==> src/rtl/hamming74_byte_if.sv <==
// Byte-level valid/ready bus of the Hamming(7,4) sequencer, plus the
// corrected-error counter's clear input and count output.
interface hamming74_byte_if #(
  parameter int ERR_CNT_W = 8
);
  logic                 mode;
  logic                 in_valid;
  logic                 in_ready;
  logic [7:0]           in_data;
  logic                 out_valid;
  logic                 out_ready;
  logic [7:0]           out_data;
  logic                 out_err;
  logic                 err_clr;
  logic [ERR_CNT_W-1:0] err_count;

  modport master (
    output mode, in_valid, in_data, out_ready, err_clr,
    input  in_ready, out_valid, out_data, out_err, err_count
  );

  modport slave (
    input  mode, in_valid, in_data, out_ready, err_clr,
    output in_ready, out_valid, out_data, out_err, err_count
  );
endinterface

==> src/rtl/hamming74_byte_ctrl.sv <==
// Byte-stream sequencer around a shared Hamming(7,4) encode/correct datapath:
// a byte becomes two codewords, two codewords become one corrected byte.
module hamming74_byte_ctrl #(
  parameter int ERR_CNT_W = 8
) (
  input  logic             clk,
  input  logic             reset,
  hamming74_byte_if.slave  bus
);

  typedef enum logic [2:0] {
    IDLE     = 3'd0,
    ENC_LO   = 3'd1,
    ENC_HI   = 3'd2,
    DEC_WAIT = 3'd3,
    DEC_OUT  = 3'd4
  } state_t;

  // Codeword bits c6..c0 = d4 d3 d2 p3 d1 p2 p1.
  function automatic logic [6:0] encode(input logic [3:0] n);
    logic p1, p2, p3;
    p1 = n[0] ^ n[1] ^ n[3];
    p2 = n[0] ^ n[2] ^ n[3];
    p3 = n[1] ^ n[2] ^ n[3];
    return {n[3], n[2], n[1], p3, n[0], p2, p1};
  endfunction

  // Returns {corrected, nibble}; the syndrome names the 1-based bad bit.
  function automatic logic [4:0] correct(input logic [6:0] cw);
    logic [2:0] s;
    logic [6:0] c;
    c = cw;
    s = {cw[3] ^ cw[4] ^ cw[5] ^ cw[6],
         cw[1] ^ cw[2] ^ cw[5] ^ cw[6],
         cw[0] ^ cw[2] ^ cw[4] ^ cw[6]};
    if (s != 3'd0) c[s - 3'd1] = ~c[s - 3'd1];
    return {(s != 3'd0), c[6], c[5], c[4], c[2]};
  endfunction

  state_t               state_q, state_d;
  logic [7:0]           byte_q, byte_d;
  logic [3:0]           lo_q, lo_d, hi_q, hi_d;
  logic                 lo_err_q, lo_err_d, hi_err_q, hi_err_d;
  logic                 in_ready_q, in_ready_d;
  logic                 out_valid_q, out_valid_d;
  logic [7:0]           out_data_q, out_data_d;
  logic                 out_err_q, out_err_d;
  logic [ERR_CNT_W-1:0] err_count_q, err_count_d;

  logic                 in_fire, out_fire, dec_take;
  logic [4:0]           corr;
  logic [3:0]           enc_nib;

  assign in_fire  = bus.in_valid & in_ready_q;
  assign out_fire = out_valid_q & bus.out_ready;
  assign corr     = correct(bus.in_data[6:0]);
  assign dec_take = in_fire & (((state_q == IDLE) & bus.mode) | (state_q == DEC_WAIT));

  // State register and all registered outputs.
  always_ff @(posedge clk) begin
    // NOTE: non-blocking assignments so every register samples pre-edge values.
    if (reset) begin
      state_q     <= IDLE;
      byte_q      <= '0;
      lo_q        <= '0;
      hi_q        <= '0;
      lo_err_q    <= 1'b0;
      hi_err_q    <= 1'b0;
      in_ready_q  <= 1'b1;
      out_valid_q <= 1'b0;
      out_data_q  <= '0;
      out_err_q   <= 1'b0;
      err_count_q <= '0;
    end else begin
      state_q     <= state_d;
      byte_q      <= byte_d;
      lo_q        <= lo_d;
      hi_q        <= hi_d;
      lo_err_q    <= lo_err_d;
      hi_err_q    <= hi_err_d;
      in_ready_q  <= in_ready_d;
      out_valid_q <= out_valid_d;
      out_data_q  <= out_data_d;
      out_err_q   <= out_err_d;
      err_count_q <= err_count_d;
    end
  end

  // Next-state logic.
  always_comb begin
    // NOTE: default first so no path leaves a variable unassigned (no latch).
    state_d = state_q;
    unique case (state_q)
      IDLE:     if (in_fire)  state_d = bus.mode ? DEC_WAIT : ENC_LO;
      ENC_LO:   if (out_fire) state_d = ENC_HI;
      ENC_HI:   if (out_fire) state_d = IDLE;
      DEC_WAIT: if (in_fire)  state_d = DEC_OUT;
      DEC_OUT:  if (out_fire) state_d = IDLE;
      default:                state_d = IDLE;
    endcase
  end

  // Output logic: latches and the next registered outputs, keyed on state_d.
  always_comb begin
    byte_d      = byte_q;
    lo_d        = lo_q;
    lo_err_d    = lo_err_q;
    hi_d        = hi_q;
    hi_err_d    = hi_err_q;
    in_ready_d  = 1'b0;
    out_valid_d = 1'b0;
    out_data_d  = out_data_q;
    out_err_d   = out_err_q;
    err_count_d = err_count_q;

    if (in_fire && state_q == IDLE && !bus.mode) byte_d = bus.in_data;
    if (in_fire && state_q == IDLE && bus.mode) begin
      lo_d     = corr[3:0];
      lo_err_d = corr[4];
    end
    if (in_fire && state_q == DEC_WAIT) begin
      hi_d     = corr[3:0];
      hi_err_d = corr[4];
    end

    // One encoder serves both halves of the byte.
    enc_nib = (state_d == ENC_HI) ? byte_d[7:4] : byte_d[3:0];

    unique case (state_d)
      IDLE, DEC_WAIT: in_ready_d = 1'b1;
      ENC_LO, ENC_HI: begin
        out_valid_d = 1'b1;
        out_data_d  = {1'b0, encode(enc_nib)};
        out_err_d   = 1'b0;
      end
      DEC_OUT: begin
        out_valid_d = 1'b1;
        out_data_d  = {hi_d, lo_d};
        out_err_d   = lo_err_d | hi_err_d;
      end
      default: in_ready_d = 1'b1;
    endcase

    // Clear outranks a same-cycle increment; the count sticks at all-ones.
    if (bus.err_clr)                              err_count_d = '0;
    else if (dec_take && corr[4] && ~&err_count_q) err_count_d = err_count_q + 1'b1;
  end

  assign bus.in_ready  = in_ready_q;
  assign bus.out_valid = out_valid_q;
  assign bus.out_data  = out_data_q;
  assign bus.out_err   = out_err_q;
  assign bus.err_count = err_count_q;

endmodule

==> src/flat_wrapper.sv <==
// flat-port wrapper written by rule: the top's interface ports become plain ports
module hamming74_byte_ctrl_flat 
#(
  parameter int ERR_CNT_W = 8
)
  (clk, reset, bus_mode, bus_in_valid, bus_in_data, bus_out_ready, bus_err_clr, bus_in_ready, bus_out_valid, bus_out_data, bus_out_err, bus_err_count);
  hamming74_byte_if #(.ERR_CNT_W(ERR_CNT_W)) bus_i ();
  input  logic clk;
  input  logic reset;
  input wire logic [$bits(bus_i.mode)-1:0] bus_mode;
  input wire logic [$bits(bus_i.in_valid)-1:0] bus_in_valid;
  input wire logic [$bits(bus_i.in_data)-1:0] bus_in_data;
  input wire logic [$bits(bus_i.out_ready)-1:0] bus_out_ready;
  input wire logic [$bits(bus_i.err_clr)-1:0] bus_err_clr;
  output wire logic [$bits(bus_i.in_ready)-1:0] bus_in_ready;
  output wire logic [$bits(bus_i.out_valid)-1:0] bus_out_valid;
  output wire logic [$bits(bus_i.out_data)-1:0] bus_out_data;
  output wire logic [$bits(bus_i.out_err)-1:0] bus_out_err;
  output wire logic [$bits(bus_i.err_count)-1:0] bus_err_count;
  assign bus_i.mode = bus_mode;
  assign bus_i.in_valid = bus_in_valid;
  assign bus_i.in_data = bus_in_data;
  assign bus_i.out_ready = bus_out_ready;
  assign bus_i.err_clr = bus_err_clr;
  assign bus_in_ready = bus_i.in_ready;
  assign bus_out_valid = bus_i.out_valid;
  assign bus_out_data = bus_i.out_data;
  assign bus_out_err = bus_i.out_err;
  assign bus_err_count = bus_i.err_count;
  hamming74_byte_ctrl #(.ERR_CNT_W(ERR_CNT_W)) u_core (.clk(clk), .reset(reset), .bus(bus_i));
endmodule
==> config.mk <==
export PLATFORM = sky130hd
export DESIGN_NAME = hamming74_byte_ctrl_flat
export DESIGN_NICKNAME = d
export VERILOG_FILES = /design/src/rtl/hamming74_byte_if.sv /design/src/rtl/hamming74_byte_ctrl.sv /design/src/flat_wrapper.sv
export SDC_FILE = /design/constraint.sdc
export NUM_CORES = 1
export LEC_CHECK = 0
export CORE_MARGIN = 5
export CORE_UTILIZATION = 48
export CTS_CLUSTER_DIAMETER = 200
export CTS_CLUSTER_SIZE = 25
export DETAILED_ROUTE_END_ITERATION = 12
export GPL_TIMING_DRIVEN = 0
export PLACE_DENSITY = 0.75
export SLEW_MARGIN = 20
export SYNTH_ARGS = -nofsm -noshare
export SYNTH_HDL_FRONTEND = slang
export SYNTH_SLANG_ARGS = --single-unit
export TNS_END_PERCENT = 1
==> constraint.sdc <==
create_clock -name clk -period 3.05 [get_ports clk]
set_clock_uncertainty 0.1 [all_clocks]
set_input_delay 0.4575 -clock clk [delete_from_list [all_inputs] [get_ports clk]]
set_output_delay 0.4575 -clock clk [all_outputs]
set_load 0.01 [all_outputs]
==> flow_summary.toml <==
[route]
antenna_left = 0
routed-via-count = 1862
detailedRoute.firstIterationViolations = 107
vias_per_cell = 5.49
wire_length_reported_by_the_detailed_router_microns = 5010
detailedRoute.firstPassIterationCount = 4
drc = 0
routed_wire_length_per_instance_microns = 14.8

[layout]
postLayoutCellArea_sq_mm = 0.00273
layout.core_utilization = 0.635
finalNetCount = 305
layout.cells.most_common_list = "40 x sky130_fd_sc_hd__dfxtp_1, 31 x sky130_fd_sc_hd__nand2_1, 26 x sky130_fd_sc_hd__clkdlybuf4s50_1"
cell_count_final_fillers_out = 339
area_growth_pct = 29.8
drive_above_1_share = 0.136
antennaDiodeCount = 0
multi_input_comb_area_sq_mm = 0.00133
layout.area.seq_sq_um = 801
layout.filler_cells = 383
layout_commonest_cell = "sky130_fd_sc_hd__dfxtp_1"

[global_route]
grt_antenna_before_repair = 0
grt_max_degree = 14
grt_pass1_vias = 1784
grt_overflow_total = 0
gr-usage-all-layers = 0.174
grt_first_pass_wirelength_microns = 8330

[timing]
min_period_over_period = 0.963
timing_max_transition_violations_final = 0
max_freq_mhz = 341
max_slew_margin = 0.550
finalSetupViolCount = 0
fin_crit_ns = 2.94
hold_viol = 0
finalHoldWorstSlack_ns = 0.343
tightest_slew_ns = 0.672

[placed_design]
detailed_place.area_sq_mm = 0.00251
io_buffers = 32
post-dp-hpwl_microns = 3660
gpl.final_weighted_congestion = 0.842
dp.cells = 327

[clock_tree]
tritoncts.num_buffers = 5
insertion_delay_ns = 0.30
cts.hold.buffers_added = 0
h-tree-depth = 2
cts.path.max_buffers = 2
clock-sinks = 40
clk_transition_reported_paths_ns = 0.08
clock-root-buffer = "sky130_fd_sc_hd__clkbuf_8"
tritoncts_clock_tree = "built"

[yosys]
synth-edff-count = 0
synth.net_count = 262
syn_area_sq_mm = 0.00210
synth-compound-area-share = 0.188
synth-adder-area-share = 0.0298
ys_ff_latch = 40
synthMuxAreaShare = 0.0584
ys_warn_count = 0
post_synth_xor_area_fraction = 0.0876
synth_sequential_area_ratio = 0.381
synthDistinctLibCells = 52
asyncSetResetFlopFracSynth = 0
post_synth_and_or_nand_nor_area_fraction = 0.222
synth_top_family_by_area = "simple AND/OR/NAND/NOR gates"
syn-mean-instance-area_sq_um = 8.64
synthFlopType = "sky130_fd_sc_hd__dfxtp_1"
synthCells = 243

[pwr]
p_seq_frac = 0.395
power.share.clock = 0.318
p_per_area_mw_per_mm2 = 536
p_comb_frac = 0.287
internal-power_w = 0.00103
total_switching_power_w = 0.000436
vdd_drop_max_uv = 251
swShare = 0.298
static-leakage-power_nw = 1.02
post-layout-total-power_w = 0.00146

[critical_path]
worstPathCellList = "buf_2 > xor2_4 > xnor2_2 > ha_4 > ha_4 > ha_4 > or4b_4 > a211o_1 > mux2_2 > a32oi_1 > o21ai_1"
critical-path-top-delay-family = "adder cells"
critical_path_capture_point_type = "flop"
critical-path-top-cell-by-count = "sky130_fd_sc_hd__ha_4"
cp_data_arrival_time_ns = 3.02
critical_path.max_fanout = 4
start_kind = "input port"
critical_path_buf_inv_count = 1
crit_required_ns = 3.14
crit_path_max_incr_delay_ns = 0.49
worst-setup-path-type = "in2reg"
critPathSlowestCell = "sky130_fd_sc_hd__or4b_4"

[outcome]
status = "completed"

[die]
horizontal_extent_of_the_die_microns = 76.1
initial_utilization = 0.489
core_area_sq_mm = 0.00429
rows = 24
die_h_microns = 76.1
floorplan.io_pins = 33
fp.dieArea_sq_mm = 0.00580

[min_path]
hold_path.class = "reg2reg"

[flow_run]
max_cap_viol_count = 0
sequential cells by signal (all words and copies together) (netlist names), 3 cells and up:
name and cells:
u_core.bus.out_data 8, u_core.bus.err_count 8, u_core.lo_q 4, u_core.hi_q 4, u_core.byte_q 8, u_core.state_q 3
worst min-delay path: cells and delay by family, from the launching register on:
kind,cells,cell delay [ns]
flip-flops,1,0.31
AND/OR/NAND/NOR,2,0.09
metrics by stage:
step	setup TNS [ns]	setup WS, ns
final	0	0.114
after global routing	-0.0207	-0.0130
after CTS	0	0.0137
after detailed placement	-6.63	-0.723
after global placement	-6.61	-0.730
after floorplan	0	0.0224
path summary, 6_finish.rpt:
path,depth (start not counted),start,endpoint,slack (ns)
worst min-delay path,2,u_core.bus.out_err$_SDFFE_PP0N_,u_core.bus.out_err$_SDFFE_PP0N_,0.34
worst max-delay path,11,bus_in_data[0],u_core.bus.out_data[1]$_SDFFE_PP0N_,0.11
worst min register to register,2,u_core.bus.out_err$_SDFFE_PP0N_,u_core.bus.out_err$_SDFFE_PP0N_,0.34
worst max register to register,7,u_core.state_q[2]$_SDFF_PP0_,u_core.bus.out_data[3]$_SDFFE_PP0N_,0.81
routing by layer:
layer / part of all wire / up-vias / track usage / wire [microns]
li1: - / 953 / - / -
met1: 0.47 / 862 / 0.225 / 2330
met2: 0.47 / 43 / 0.289 / 2350
met3: 0.050 / 4 / 0.0414 / 251
met4: 0.014 / 0 / 0.0472 / 70
met5: 0 / - / 0 / 0
cells by family (layout without fill, tap and decap cells):
| logic type | count (synthesis) | in the layout |
|---|---|---|
| AO/OA/AOI/OAI | 54 | 54 |
| XOR/XNOR | 21 | 21 |
| adder cells (fa/ha/maj) | 5 | 5 |
| buffers and inverters | 15 | 59 |
| flip-flops | 40 | 40 |
| multiplexers | 12 | 12 |
| AND/OR/NAND/NOR | 96 | 96 |
repair_timing:
item                       CTS  global route
gates resized for setup     14            11
setup buffers                2             2
hold endpoints to repair     0             0
pin swaps                    2             6
setup endpoints to repair    8             2
synth_stat cells, drive strengths merged (2+ instances only):
master / n / area, sq um
dfxtp: 40 / 801
nand2: 31 / 116
nor2: 25 / 93.8
a21oi: 19 / 98.9
xnor2: 11 / 96.3
mux2i: 10 / 100
nand3: 10 / 50.1
xor2: 10 / 87.6
inv: 6 / 22.5
a31oi: 5 / 43.8
buf: 5 / 32.5
ha: 5 / 62.6
nor3: 5 / 25.0
o21ai: 5 / 25.0
a22o: 4 / 35.0
clkbuf: 4 / 15.0
o211a: 4 / 40.0
or3: 4 / 25.0
a211o: 3 / 26.3
nor2b: 3 / 18.8
o211ai: 3 / 22.5
and3: 2 / 12.5
mux2: 2 / 22.5
nand2b: 2 / 12.5
nor3b: 2 / 15.0
nor4: 2 / 12.5
or2: 2 / 12.5
layout make-up:
cell class,count,area share
multi-input cells,188,0.489
well taps,52,0.0239
flip-flops and latches,40,0.294
inverters,6,0.00826
plain buffers,9,0.0174
clock inverters,2,0.0142
clock buffers,6,0.0303
repair buffers,36,0.123
power groups by stage:
| stage | Sequential (W) | Clock, W | Combinational (W) |
|---|---|---|---|
| detailed placement | 0.000589 | 0 | 0.000389 |
| CTS | 0.000577 | 0.000469 | 0.000399 |
| global placement | 0.000589 | 0 | 0.000383 |
| floorplan | 0.000592 | 0 | 0.000266 |
| global route | 0.000582 | 0.000491 | 0.000460 |
| finish | 0.000577 | 0.000464 | 0.000420 |
No activity file was read; power rests on OpenSTA's default activity.
